### src/rtl/lc3_mem_arbiter_if.sv
// ---------------------------------------------------------------------------
// lc3_mem_arbiter_if
// Bundles the requester handshakes (CPU control FSM and program loader) and
// the single-port memory macro bus around lc3_mem_arbiter.
//
//   cpu_*     : CPU request / grant / done handshake and access fields
//   ldr_*     : loader request / grant / done handshake and access fields
//   rdata     : read data returned to whichever requester sees done
//   mem_*     : memory macro address, write data, write strobe, read data
//   busy      : arbiter is serving an access
//
// Modports:
//   slave  : the arbiter's view (requests in, grants/done/memory bus out)
//   master : the environment's view (requesters plus memory model)
//
// Optional macro LC3_ARB_STATS_EN adds the grant counters cpu_grant_cnt and
// ldr_grant_cnt to both modports.
// ---------------------------------------------------------------------------
interface lc3_mem_arbiter_if #(
    parameter int ADDR_W = 16,
    parameter int DATA_W = 16
);
    logic              cpu_req;
    logic              cpu_we;
    logic [ADDR_W-1:0] cpu_addr;
    logic [DATA_W-1:0] cpu_wdata;
    logic              cpu_gnt;
    logic              cpu_done;

    logic              ldr_req;
    logic              ldr_we;
    logic [ADDR_W-1:0] ldr_addr;
    logic [DATA_W-1:0] ldr_wdata;
    logic              ldr_gnt;
    logic              ldr_done;

    logic [DATA_W-1:0] rdata;
    logic [ADDR_W-1:0] mem_addr;
    logic [DATA_W-1:0] mem_wdata;
    logic              mem_we;
    logic [DATA_W-1:0] mem_rdata;
    logic              busy;

`ifdef LC3_ARB_STATS_EN
    logic [15:0]       cpu_grant_cnt;
    logic [15:0]       ldr_grant_cnt;
`endif

    modport slave (
        input  cpu_req, cpu_we, cpu_addr, cpu_wdata,
        input  ldr_req, ldr_we, ldr_addr, ldr_wdata,
        input  mem_rdata,
        output cpu_gnt, cpu_done, ldr_gnt, ldr_done,
        output rdata, mem_addr, mem_wdata, mem_we, busy
`ifdef LC3_ARB_STATS_EN
        , output cpu_grant_cnt, ldr_grant_cnt
`endif
    );

    modport master (
        output cpu_req, cpu_we, cpu_addr, cpu_wdata,
        output ldr_req, ldr_we, ldr_addr, ldr_wdata,
        output mem_rdata,
        input  cpu_gnt, cpu_done, ldr_gnt, ldr_done,
        input  rdata, mem_addr, mem_wdata, mem_we, busy
`ifdef LC3_ARB_STATS_EN
        , input cpu_grant_cnt, ldr_grant_cnt
`endif
    );
endinterface

### src/rtl/lc3_mem_arbiter.sv
// ---------------------------------------------------------------------------
// lc3_mem_arbiter
// Shares the single-port LC-3 memory between the CPU control FSM and the
// program loader/debug port. The loader has fixed priority; after
// STARVE_MAX consecutive loader grants taken while the CPU was waiting, the
// CPU wins the next arbitration. Each access latches the winner's address,
// write data and write enable, pulses mem_we for one cycle on writes, waits
// MEM_LAT cycles, captures mem_rdata into rdata and pulses the owner's done.
//
// Ports:
//   clk      : system clock, rising edge
//   reset_n  : asynchronous active-low reset; clears state and all outputs
//   bus      : lc3_mem_arbiter_if.slave (requester handshakes + memory bus)
//
// Parameters: ADDR_W, DATA_W, MEM_LAT (1..15), STARVE_MAX (1..15).
//
// Optional macro LC3_ARB_STATS_EN: adds saturating 16-bit grant counters
// cpu_grant_cnt / ldr_grant_cnt on the interface.
// ---------------------------------------------------------------------------
module lc3_mem_arbiter #(
    parameter int ADDR_W     = 16,
    parameter int DATA_W     = 16,
    parameter int MEM_LAT    = 1,
    parameter int STARVE_MAX = 4
) (
    input  logic             clk,
    input  logic             reset_n,
    lc3_mem_arbiter_if.slave bus
);

    typedef enum logic [1:0] {
        ST_IDLE   = 2'd0,
        ST_ACCESS = 2'd1,
        ST_RESP   = 2'd2
    } state_e;

    localparam logic [3:0] LAT_INIT   = 4'(MEM_LAT);
    localparam logic [3:0] STARVE_LIM = 4'(STARVE_MAX);

    state_e            state_r,      state_s;
    logic [3:0]        lat_cnt_r,    lat_cnt_s;
    logic [3:0]        starve_cnt_r, starve_cnt_s;
    logic              owner_ldr_r,  owner_ldr_s;
    logic [ADDR_W-1:0] mem_addr_r,   mem_addr_s;
    logic [DATA_W-1:0] mem_wdata_r,  mem_wdata_s;
    logic              mem_we_r,     mem_we_s;
    logic              cpu_gnt_r,    cpu_gnt_s;
    logic              ldr_gnt_r,    ldr_gnt_s;
    logic              cpu_done_r,   cpu_done_s;
    logic              ldr_done_r,   ldr_done_s;
    logic [DATA_W-1:0] rdata_r,      rdata_s;
    logic              busy_r,       busy_s;
    logic              ldr_wins_s;
    logic              cpu_wins_s;

    // Arbitration: loader first, unless the CPU has waited through STARVE_MAX loader grants
    always_comb begin
        ldr_wins_s = 1'b0;
        cpu_wins_s = 1'b0;
        if (state_r == ST_IDLE) begin
            if (bus.ldr_req && !(bus.cpu_req && (starve_cnt_r == STARVE_LIM))) begin
                ldr_wins_s = 1'b1;
            end else if (bus.cpu_req) begin
                cpu_wins_s = 1'b1;
            end else begin
                ldr_wins_s = 1'b0;
                cpu_wins_s = 1'b0;
            end
        end else begin
            ldr_wins_s = 1'b0;
            cpu_wins_s = 1'b0;
        end
    end

    // Next-state and next-output logic for the IDLE/ACCESS/RESP sequencer
    always_comb begin
        state_s      = state_r;
        lat_cnt_s    = lat_cnt_r;
        starve_cnt_s = starve_cnt_r;
        owner_ldr_s  = owner_ldr_r;
        mem_addr_s   = mem_addr_r;
        mem_wdata_s  = mem_wdata_r;
        mem_we_s     = 1'b0;
        cpu_gnt_s    = cpu_gnt_r;
        ldr_gnt_s    = ldr_gnt_r;
        cpu_done_s   = 1'b0;
        ldr_done_s   = 1'b0;
        rdata_s      = rdata_r;

        case (state_r)
            ST_IDLE: begin
                if (ldr_wins_s) begin
                    state_s     = ST_ACCESS;
                    lat_cnt_s   = LAT_INIT;
                    owner_ldr_s = 1'b1;
                    mem_addr_s  = bus.ldr_addr;
                    mem_wdata_s = bus.ldr_wdata;
                    mem_we_s    = bus.ldr_we;
                    ldr_gnt_s   = 1'b1;
                    cpu_gnt_s   = 1'b0;
                    // Only loader grants that made the CPU wait count towards starvation
                    if (bus.cpu_req) begin
                        if (starve_cnt_r < STARVE_LIM) begin
                            starve_cnt_s = starve_cnt_r + 4'd1;
                        end else begin
                            starve_cnt_s = starve_cnt_r;
                        end
                    end else begin
                        starve_cnt_s = 4'd0;
                    end
                end else if (cpu_wins_s) begin
                    state_s      = ST_ACCESS;
                    lat_cnt_s    = LAT_INIT;
                    owner_ldr_s  = 1'b0;
                    mem_addr_s   = bus.cpu_addr;
                    mem_wdata_s  = bus.cpu_wdata;
                    mem_we_s     = bus.cpu_we;
                    cpu_gnt_s    = 1'b1;
                    ldr_gnt_s    = 1'b0;
                    starve_cnt_s = 4'd0;
                end else begin
                    state_s = ST_IDLE;
                end
            end
            ST_ACCESS: begin
                // mem_we defaults low here, so a write strobe lasts only the first ACCESS cycle
                lat_cnt_s = lat_cnt_r - 4'd1;
                if (lat_cnt_r == 4'd1) begin
                    state_s    = ST_RESP;
                    rdata_s    = bus.mem_rdata;
                    cpu_done_s = ~owner_ldr_r;
                    ldr_done_s = owner_ldr_r;
                end else begin
                    state_s = ST_ACCESS;
                end
            end
            ST_RESP: begin
                state_s   = ST_IDLE;
                cpu_gnt_s = 1'b0;
                ldr_gnt_s = 1'b0;
            end
            default: begin
                state_s   = ST_IDLE;
                cpu_gnt_s = 1'b0;
                ldr_gnt_s = 1'b0;
            end
        endcase

        busy_s = cpu_gnt_s | ldr_gnt_s;
    end

    // State and output registers; reset drops strobes and grants immediately
    always_ff @(posedge clk or negedge reset_n) begin
        if (!reset_n) begin
            state_r      <= ST_IDLE;
            lat_cnt_r    <= 4'd0;
            starve_cnt_r <= 4'd0;
            owner_ldr_r  <= 1'b0;
            mem_addr_r   <= {ADDR_W{1'b0}};
            mem_wdata_r  <= {DATA_W{1'b0}};
            mem_we_r     <= 1'b0;
            cpu_gnt_r    <= 1'b0;
            ldr_gnt_r    <= 1'b0;
            cpu_done_r   <= 1'b0;
            ldr_done_r   <= 1'b0;
            rdata_r      <= {DATA_W{1'b0}};
            busy_r       <= 1'b0;
        end else begin
            state_r      <= state_s;
            lat_cnt_r    <= lat_cnt_s;
            starve_cnt_r <= starve_cnt_s;
            owner_ldr_r  <= owner_ldr_s;
            mem_addr_r   <= mem_addr_s;
            mem_wdata_r  <= mem_wdata_s;
            mem_we_r     <= mem_we_s;
            cpu_gnt_r    <= cpu_gnt_s;
            ldr_gnt_r    <= ldr_gnt_s;
            cpu_done_r   <= cpu_done_s;
            ldr_done_r   <= ldr_done_s;
            rdata_r      <= rdata_s;
            busy_r       <= busy_s;
        end
    end

    assign bus.cpu_gnt   = cpu_gnt_r;
    assign bus.ldr_gnt   = ldr_gnt_r;
    assign bus.cpu_done  = cpu_done_r;
    assign bus.ldr_done  = ldr_done_r;
    assign bus.rdata     = rdata_r;
    assign bus.mem_addr  = mem_addr_r;
    assign bus.mem_wdata = mem_wdata_r;
    assign bus.mem_we    = mem_we_r;
    assign bus.busy      = busy_r;

`ifdef LC3_ARB_STATS_EN
    logic [15:0] cpu_grant_cnt_r;
    logic [15:0] ldr_grant_cnt_r;

    // Saturating per-port grant counters
    always_ff @(posedge clk or negedge reset_n) begin
        if (!reset_n) begin
            cpu_grant_cnt_r <= 16'd0;
            ldr_grant_cnt_r <= 16'd0;
        end else begin
            if (cpu_wins_s && (cpu_grant_cnt_r != 16'hFFFF)) begin
                cpu_grant_cnt_r <= cpu_grant_cnt_r + 16'd1;
            end else begin
                cpu_grant_cnt_r <= cpu_grant_cnt_r;
            end
            if (ldr_wins_s && (ldr_grant_cnt_r != 16'hFFFF)) begin
                ldr_grant_cnt_r <= ldr_grant_cnt_r + 16'd1;
            end else begin
                ldr_grant_cnt_r <= ldr_grant_cnt_r;
            end
        end
    end

    assign bus.cpu_grant_cnt = cpu_grant_cnt_r;
    assign bus.ldr_grant_cnt = ldr_grant_cnt_r;
`endif

endmodule

### src/flat_wrapper.sv
// flat-port wrapper written by rule: the top's interface ports become plain ports
module lc3_mem_arbiter_flat 
#(
    parameter int ADDR_W     = 16,
    parameter int DATA_W     = 16,
    parameter int MEM_LAT    = 1,
    parameter int STARVE_MAX = 4
)
  (clk, reset_n, bus_cpu_req, bus_cpu_we, bus_cpu_addr, bus_cpu_wdata, bus_ldr_req, bus_ldr_we, bus_ldr_addr, bus_ldr_wdata, bus_mem_rdata, bus_cpu_gnt, bus_cpu_done, bus_ldr_gnt, bus_ldr_done, bus_rdata, bus_mem_addr, bus_mem_wdata, bus_mem_we, bus_busy);
  lc3_mem_arbiter_if #(.ADDR_W(ADDR_W), .DATA_W(DATA_W)) bus_i ();
  input  logic clk;
  input  logic reset_n;
  input wire logic [$bits(bus_i.cpu_req)-1:0] bus_cpu_req;
  input wire logic [$bits(bus_i.cpu_we)-1:0] bus_cpu_we;
  input wire logic [$bits(bus_i.cpu_addr)-1:0] bus_cpu_addr;
  input wire logic [$bits(bus_i.cpu_wdata)-1:0] bus_cpu_wdata;
  input wire logic [$bits(bus_i.ldr_req)-1:0] bus_ldr_req;
  input wire logic [$bits(bus_i.ldr_we)-1:0] bus_ldr_we;
  input wire logic [$bits(bus_i.ldr_addr)-1:0] bus_ldr_addr;
  input wire logic [$bits(bus_i.ldr_wdata)-1:0] bus_ldr_wdata;
  input wire logic [$bits(bus_i.mem_rdata)-1:0] bus_mem_rdata;
  output wire logic [$bits(bus_i.cpu_gnt)-1:0] bus_cpu_gnt;
  output wire logic [$bits(bus_i.cpu_done)-1:0] bus_cpu_done;
  output wire logic [$bits(bus_i.ldr_gnt)-1:0] bus_ldr_gnt;
  output wire logic [$bits(bus_i.ldr_done)-1:0] bus_ldr_done;
  output wire logic [$bits(bus_i.rdata)-1:0] bus_rdata;
  output wire logic [$bits(bus_i.mem_addr)-1:0] bus_mem_addr;
  output wire logic [$bits(bus_i.mem_wdata)-1:0] bus_mem_wdata;
  output wire logic [$bits(bus_i.mem_we)-1:0] bus_mem_we;
  output wire logic [$bits(bus_i.busy)-1:0] bus_busy;
  assign bus_i.cpu_req = bus_cpu_req;
  assign bus_i.cpu_we = bus_cpu_we;
  assign bus_i.cpu_addr = bus_cpu_addr;
  assign bus_i.cpu_wdata = bus_cpu_wdata;
  assign bus_i.ldr_req = bus_ldr_req;
  assign bus_i.ldr_we = bus_ldr_we;
  assign bus_i.ldr_addr = bus_ldr_addr;
  assign bus_i.ldr_wdata = bus_ldr_wdata;
  assign bus_i.mem_rdata = bus_mem_rdata;
  assign bus_cpu_gnt = bus_i.cpu_gnt;
  assign bus_cpu_done = bus_i.cpu_done;
  assign bus_ldr_gnt = bus_i.ldr_gnt;
  assign bus_ldr_done = bus_i.ldr_done;
  assign bus_rdata = bus_i.rdata;
  assign bus_mem_addr = bus_i.mem_addr;
  assign bus_mem_wdata = bus_i.mem_wdata;
  assign bus_mem_we = bus_i.mem_we;
  assign bus_busy = bus_i.busy;
  lc3_mem_arbiter #(.ADDR_W(ADDR_W), .DATA_W(DATA_W), .MEM_LAT(MEM_LAT), .STARVE_MAX(STARVE_MAX)) u_core (.clk(clk), .reset_n(reset_n), .bus(bus_i));
endmodule
### config.mk
export PLATFORM = sky130hd
export DESIGN_NAME = lc3_mem_arbiter_flat
export DESIGN_NICKNAME = d
export VERILOG_FILES = /design/src/rtl/lc3_mem_arbiter_if.sv /design/src/rtl/lc3_mem_arbiter.sv /design/src/flat_wrapper.sv
export SDC_FILE = /design/constraint.sdc
export NUM_CORES = 1
export LEC_CHECK = 0
export CAP_MARGIN = 20
export CORE_UTILIZATION = 60
export CTS_BUF_LIST = sky130_fd_sc_hd__clkbuf_8
export CTS_CLUSTER_SIZE = 14
export DETAILED_ROUTE_END_ITERATION = 10
export DONT_BUFFER_PORTS = 1
export GPL_TIMING_DRIVEN = 0
export PLACE_DENSITY_LB_ADDON = 0.3
export SLEW_MARGIN = 20
export SYNTH_ARGS = -nofsm -noshare
export SYNTH_HDL_FRONTEND = slang
export SYNTH_SLANG_ARGS = --single-unit
### constraint.sdc
create_clock -name clk -period 1.9 [get_ports clk]
set_input_delay 0.285 -clock clk [delete_from_list [all_inputs] [get_ports clk]]
set_output_delay 0.285 -clock clk [all_outputs]
set_load 0.02 [all_outputs]
==> results.yml, run 1 <==
grt:
  grt_pass1_wl_mm: 10.39
  grt_antenna_before_repair: 0
  grtUsageTotal_pct: 25.71
  grt-ovfl-total: 0
  first_global_vias: 2150
  maximum_number_of_pins_on_one_net_before_global_route_repair: 66
timing:
  achievable_freq_mhz: 589.5
  rsz0062_at_grt: "false"
  min_period_ns: 1.696
  max-slew-margin-rel_pct: 67.03
  timing_worst_slew_pin_value_ns: 0.4927
  final_worst_clock_skew_ns: 0.005413
  final.setup.tns_ns: 0
  postLayoutSetupSlackWorst_ns: 0.2038
  final_clock_period_utilization_by_the_worst_path_pct: 89.28
  drv_slew: 0
  setup_viol: 0
  final_hold_viol_count: 0
logic_synthesis:
  post_synth_and_or_nand_nor_area_fraction_pct: 18.77
  postSynthCellCount: 292
  ys.flop_type: "dfrtp_1"
  synth-edff-count: 0
  syn-cell-area_um2: 3199
  postSynthAreaPerCell_um2: 10.96
  synthDominantCellAreaShare_pct: 50.84
  ys_ff_latch: 65
  post_synth_xor_area_fraction_pct: 0.2738
  post-synth-top-area-cell: "dfrtp_1"
  synth.distinct_cells: 34
  synth.mux.area_fraction_pct: 6.805
  synthAdderAreaFrac_pct: 1.564
  synth.yosys.seq_area_share_pct: 50.84
  yosys_warnings: 0
  synth_compound_gate_area_share_pct: 15.53
  synthesis.nets: 382
  synth_top_family_by_area: "simple AND/OR/NAND/NOR gates"
  ys_top_cells_by_area: "dfrtp_1 (51%), a211oi_2 (11%), nor2_1 (7.0%)"
  async_flop_share_pct: 100.0
layout:
  layout.cells.most_common_list: "dfrtp_1 (65), nor2_1 (60), nor3_1 (35)"
  layout.cells.most_common: "dfrtp_1"
  finalCoreUtilization_pct: 70.01
  number_of_antenna_cells_inserted: 0
  synthesis_to_layout_area_growth_pct: 11.77
  finish.cell_count_without_fillers: 380
  final_layout_size_suffix_gt1_share_pct: 30.32
  filler_cell_count: 393
  nNetsFinal: 395
  design_area_um2: 3576
clocking:
  cts_post_setup_buffers_inserted: 0
  number_of_levels_in_the_clock_h_tree: 3
  cts-root-to-sink-buffers: 2
  tritoncts: "yes"
  cts_root_buf: "clkbuf_8"
  clkSlewWorstSetupHoldPaths_ns: 0.07
  worst_skew_pair.late_latency_ns: 0.34
  clock_sink_count: 65
  cts_inserted_buffers: 9
run:
  max-cap-violations: 0
placed_design:
  dpl-instance-area_um2: 3287
  place_inst: 362
  post-dp-hpwl_mm: 5.046
  pre_cts_ws_ns: 0.2206
  place.port_buffers: 0
  gpl.final_weighted_congestion: 0.8164
power:
  power_per_cell_area_nw_per_um2: 2051
  cellLeakagePower_nw: 1.507
  max-vdd-ir-drop_mv: 1.040
detailed_routing:
  remaining_drcs: 0
  drtIter0Drc: 101
  avgRoutedWirePerCell_um: 18.79
  ant_nets: 0
  detailedRoute.firstPassIterationCount: 4
  routed_via_density: 5.926
  route.vias.total: 2252
  route.final.wire_length_mm: 7.140
critical_path:
  timing.critical_path.cells: "inv_1 -> ha_1 -> nand4b_1 -> nand2_1 -> buf_2 -> nor3_1 -> a211oi_2"
  crit_end_category: "flip-flop"
  critical_path.max_fanout: 10
  timing_worst_setup_path_type: "reg -> reg"
  timing.critical_path.required_ns: 2.16
  crit_path_start_kind: "flip-flop"
  cp_slowest_cell: "dfrtp_1"
  r2r_slack_ns: 0.20
  critical-path-max-stage-delay_ns: 0.39
  critPathArrivalTime_ns: 1.96
die:
  site_rows: 26
  io_pins: 140
  core_area_um2: 5107
  die_height_um: 75.02
  starting_utilization_of_the_core_area_pct: 62.64
  floorplan.die.width_um: 75.02
  floorplan.die_area_um2: 5628
run_status:
  status: "complete, no violations"
min_path:
  hp-class: "in -> reg"
flip-flops by register name, indices dropped and copies added (netlist names), 2 cells and up:
register,count
u_core.bus.mem_addr,16
u_core.bus.mem_wdata,16
u_core.bus.rdata,16
u_core.lat_cnt_r,4
u_core.starve_cnt_r,4
u_core.state_r,2
cell families after synthesis:
group,Yosys count
AO/OA/AOI/OAI,52
flip-flops,65
AND/OR/NAND/NOR,124
XOR/XNOR,1
multiplexers,17
buffers and inverters,29
adder cells (fa/ha/maj),4
layer usage:
layer	vias up	part of all wire (%)	global-route usage [%]
met5	-	0	0
met2	114	48	43.54
met3	14	11	9.371
li1	1035	-	-
met4	0	1.7	10.48
met1	1089	40	29.65
power by group:
group / switching [mW] / total [mW] / internal, mW
Clock: 0.565 / 1.45 / 0.886
Sequential: 1.20 / 3.24 / 2.04
Combinational: 1.40 / 2.65 / 1.24
critical path: cells and delay by family, from the launching register on:
family | cells | cell delay [ns]
flops | 1 | 0.39
fa+ha+maj | 1 | 0.17
buf+inv | 2 | 0.37
simple gates | 3 | 0.47
compound gates | 1 | 0.21
through the flow:
step,total power [mW],hold slack [ns]
after floorplan,5.300,-0.01059
after global placement,5.751,-0.009430
final,7.335,0.07397
after CTS,7.382,0.06791
after global routing,7.790,0.07312
after detailed placement,5.877,-0.009428
synthesized netlist by cell type (4+ instances only):
cell type,instances
a211oi_1,5
a211oi_2,28
a21oi_1,6
buf_2,8
buf_4,4
buf_6,5
dfrtp_1,65
ha_1,4
inv_1,10
mux2_2,10
mux2_4,7
nand2_1,8
nor2_1,60
nor2_2,10
nor3_1,35
o21ai_0,6
final timing paths:
check                                                        start  cells past startpoint                             endpoint
worst max register to register  u_core.starve_cnt_r[0]$_DFFE_PN0P_                      7   u_core.bus.mem_addr[3]$_DFFE_PN0P_
max in group asynchronous                                  reset_n                      2      u_core.bus.rdata[7]$_DFFE_PN0P_
worst min register to register      u_core.owner_ldr_r$_DFFE_PN0P_                      1        u_core.bus.cpu_done$_DFF_PN0_
worst min-delay path                                    bus_ldr_we                      2          u_core.bus.mem_we$_DFF_PN0_
min in group asynchronous                                  reset_n                      2  u_core.bus.mem_addr[14]$_DFFE_PN0P_
worst max-delay path            u_core.starve_cnt_r[0]$_DFFE_PN0P_                      7   u_core.bus.mem_addr[3]$_DFFE_PN0P_
final cells by class:
class                           instances  area (µm²)  share of cell area, %
Timing Repair Buffer                    2       37.54                  1.050
Clock inverter                          7       127.6                  3.569
Inverter                               10       37.54                  1.050
Multi-Input combinational cell        198        1374                  38.42
Clock buffer                            9       123.9                  3.464
Buffer                                 19       161.4                  4.514
Tap cell                               70       87.58                  2.449
Sequential cell                        65        1627                  45.49
repair_timing:
action,CTS,global route
hold buffers,2,0
endpoints found under the hold margin,65,0
resized for setup,0,0
(Power assumes the default switching activity.)
==> run 2, diff against run 1 <==
--- a/config.mk
+++ b/config.mk
@@ -11,7 +11,6 @@
 export CTS_CLUSTER_SIZE = 14
 export DETAILED_ROUTE_END_ITERATION = 10
 export DONT_BUFFER_PORTS = 1
-export GPL_TIMING_DRIVEN = 0
 export PLACE_DENSITY_LB_ADDON = 0.3
 export SLEW_MARGIN = 20
 export SYNTH_ARGS = -nofsm -noshare
==> run 2 against run 1 <==
Effect of this change: critical path depth unchanged; clock skew increased by 0.0013 ns; largest power group unchanged; maximum frequency decreased by 3.9%; global-route usage decreased by 2.5 points; core utilization decreased by 0.91 points; via count decreased by 2.7%.
==> results.yml, run 2 (synthesized netlist as in run 1, its figures left out) <==
critical_path:
  timing.critical_path.required_ns: 2.14
  critPathArrivalTime_ns: 2.01
  critical-path-top-delay-family: "simple AND/OR/NAND/NOR gates"
  crit_end_category: "flip-flop"
  r2r_slack_ns: 0.13
  crit_path_start_kind: "flip-flop"
  critical-path-max-stage-delay_ns: 0.38
  worstPathBufferInverterCount: 2
  cp_slowest_cell: "dfrtp_1"
  critical_path.max_fanout: 30
  timing_worst_setup_path_type: "reg -> reg"
  timing.critical_path.cells: "inv_1 -> ha_1 -> nand4b_1 -> nand2_1 -> buf_12 -> nor3_1 -> a211oi_1"
clocking:
  cts_root_buf: "clkbuf_8"
  postCtsResizedCells: 0
  number_of_levels_in_the_clock_h_tree: 3
  cts_post_setup_buffers_inserted: 0
  total_of_hold_buffers_inserted_after_clock_tree_synthesis: 2
  cts_inserted_buffers: 9
  clkSlewWorstSetupHoldPaths_ns: 0.07
  tritoncts: "yes"
  clock_sink_count: 65
  cts-root-to-sink-buffers: 2
  worst_skew_pair.late_latency_ns: 0.34
power:
  power_mw: 7.080
  max-vdd-ir-drop_mv: 1.165
  power_per_cell_area_nw_per_um2: 2006
  cellLeakagePower_nw: 1.458
detailed_routing:
  avgRoutedWirePerCell_um: 17.93
  drtIter0Drc: 100
  remaining_drcs: 0
  detailedRoute.firstPassIterationCount: 4
  ant_nets: 0
  routed_via_density: 5.954
  route.vias.total: 2191
  route.final.wire_length_mm: 6.597
placed_design:
  post-dp-hpwl_mm: 4.671
  gpl.final_weighted_congestion: 0.7293
  dpl-instance-area_um2: 3239
  place.port_buffers: 0
  place_inst: 350
  pre_cts_ws_ns: 0.1446
layout:
  layout.cells.most_common_list: "dfrtp_1 (65), nor2_1 (60), nor3_1 (35)"
  layout.cells.most_common: "dfrtp_1"
  synthesis_to_layout_area_growth_pct: 10.32
  finalCoreUtilization_pct: 69.11
  design_area_um2: 3530
  number_of_antenna_cells_inserted: 0
  nNetsFinal: 383
  finish.cell_count_without_fillers: 368
  final_layout_size_suffix_gt1_share_pct: 28.19
die:
  die_height_um: 75.02
  floorplan.die.width_um: 75.02
  core_area_um2: 5107
  starting_utilization_of_the_core_area_pct: 62.64
  io_pins: 140
  floorplan.die_area_um2: 5628
  site_rows: 26
timing:
  min_period_ns: 1.765
  final.setup.tns_ns: 0
  setup_viol: 0
  timing.hold.ws_ns: 0.07265
  max-slew-margin-rel_pct: 64.29
  drv_slew: 0
  rsz0062_at_grt: "false"
  achievable_freq_mhz: 566.5
  timing_worst_slew_pin_value_ns: 0.5337
  final_clock_period_utilization_by_the_worst_path_pct: 92.91
  final_hold_viol_count: 0
  final_worst_clock_skew_ns: 0.006727
  postLayoutSetupSlackWorst_ns: 0.1346
min_path:
  hp-class: "in -> reg"
grt:
  maximum_number_of_pins_on_one_net_before_global_route_repair: 66
  grt-ovfl-total: 0
  grtUsageTotal_pct: 23.18
  grt_antenna_before_repair: 0
  grtUsageMet2_pct: 37.44
  grt_pass1_wl_mm: 9.397
  first_global_vias: 2025
  grt_util_met1_pct: 25.98
  top_usage_layer: "met2"
  grt_use_met3_pct: 10.17
run:
  max-cap-violations: 0
run_status:
  status: "complete, no violations"
-- run 2: final timing paths --
path / from / to / depth (start not counted)
worst max-delay path: u_core.starve_cnt_r[0]$_DFFE_PN0P_ / u_core.bus.mem_wdata[14]$_DFFE_PN0P_ / 7
worst min-delay path: bus_ldr_we / u_core.bus.mem_we$_DFF_PN0_ / 2
worst max register to register: u_core.starve_cnt_r[0]$_DFFE_PN0P_ / u_core.bus.mem_wdata[14]$_DFFE_PN0P_ / 7
worst min register to register: u_core.owner_ldr_r$_DFFE_PN0P_ / u_core.bus.cpu_done$_DFF_PN0_ / 1
max in group asynchronous: reset_n / u_core.lat_cnt_r[2]$_DFFE_PN0P_ / 2
min in group asynchronous: reset_n / u_core.bus.mem_addr[14]$_DFFE_PN0P_ / 2
-- run 2: metal layers --
metal	share of wire, %	up-vias
met5	0	-
met4	1.8	0
met3	12	12
met2	48	113
met1	38	1056
li1	-	1010
-- run 2: layout make-up --
type | count | area, µm²
Sequential cell | 65 | 1627
Fill cell | 365 | 1578
Multi-Input combinational cell | 198 | 1385
Timing Repair Buffer | 9 | 140.1
Clock buffer | 10 | 137.6
Clock inverter | 6 | 115.1
Tap cell | 70 | 87.58
Inverter | 10 | 37.54
-- run 2: worst register-to-register path, stage by stage, from the launching register on --
cell,delay (ns)
dfrtp_1,0.38
inv_1,0.09
ha_1,0.17
nand4b_1,0.22
nand2_1,0.27
buf_12,0.22
nor3_1,0.09
a211oi_1,0.24
-- run 2: power breakdown --
| part | total, mW | switching [mW] | internal [mW] |
|---|---|---|---|
| logic | 2.41 | 1.31 | 1.10 |
| clock network | 1.45 | 0.541 | 0.911 |
| registers | 3.22 | 1.18 | 2.04 |
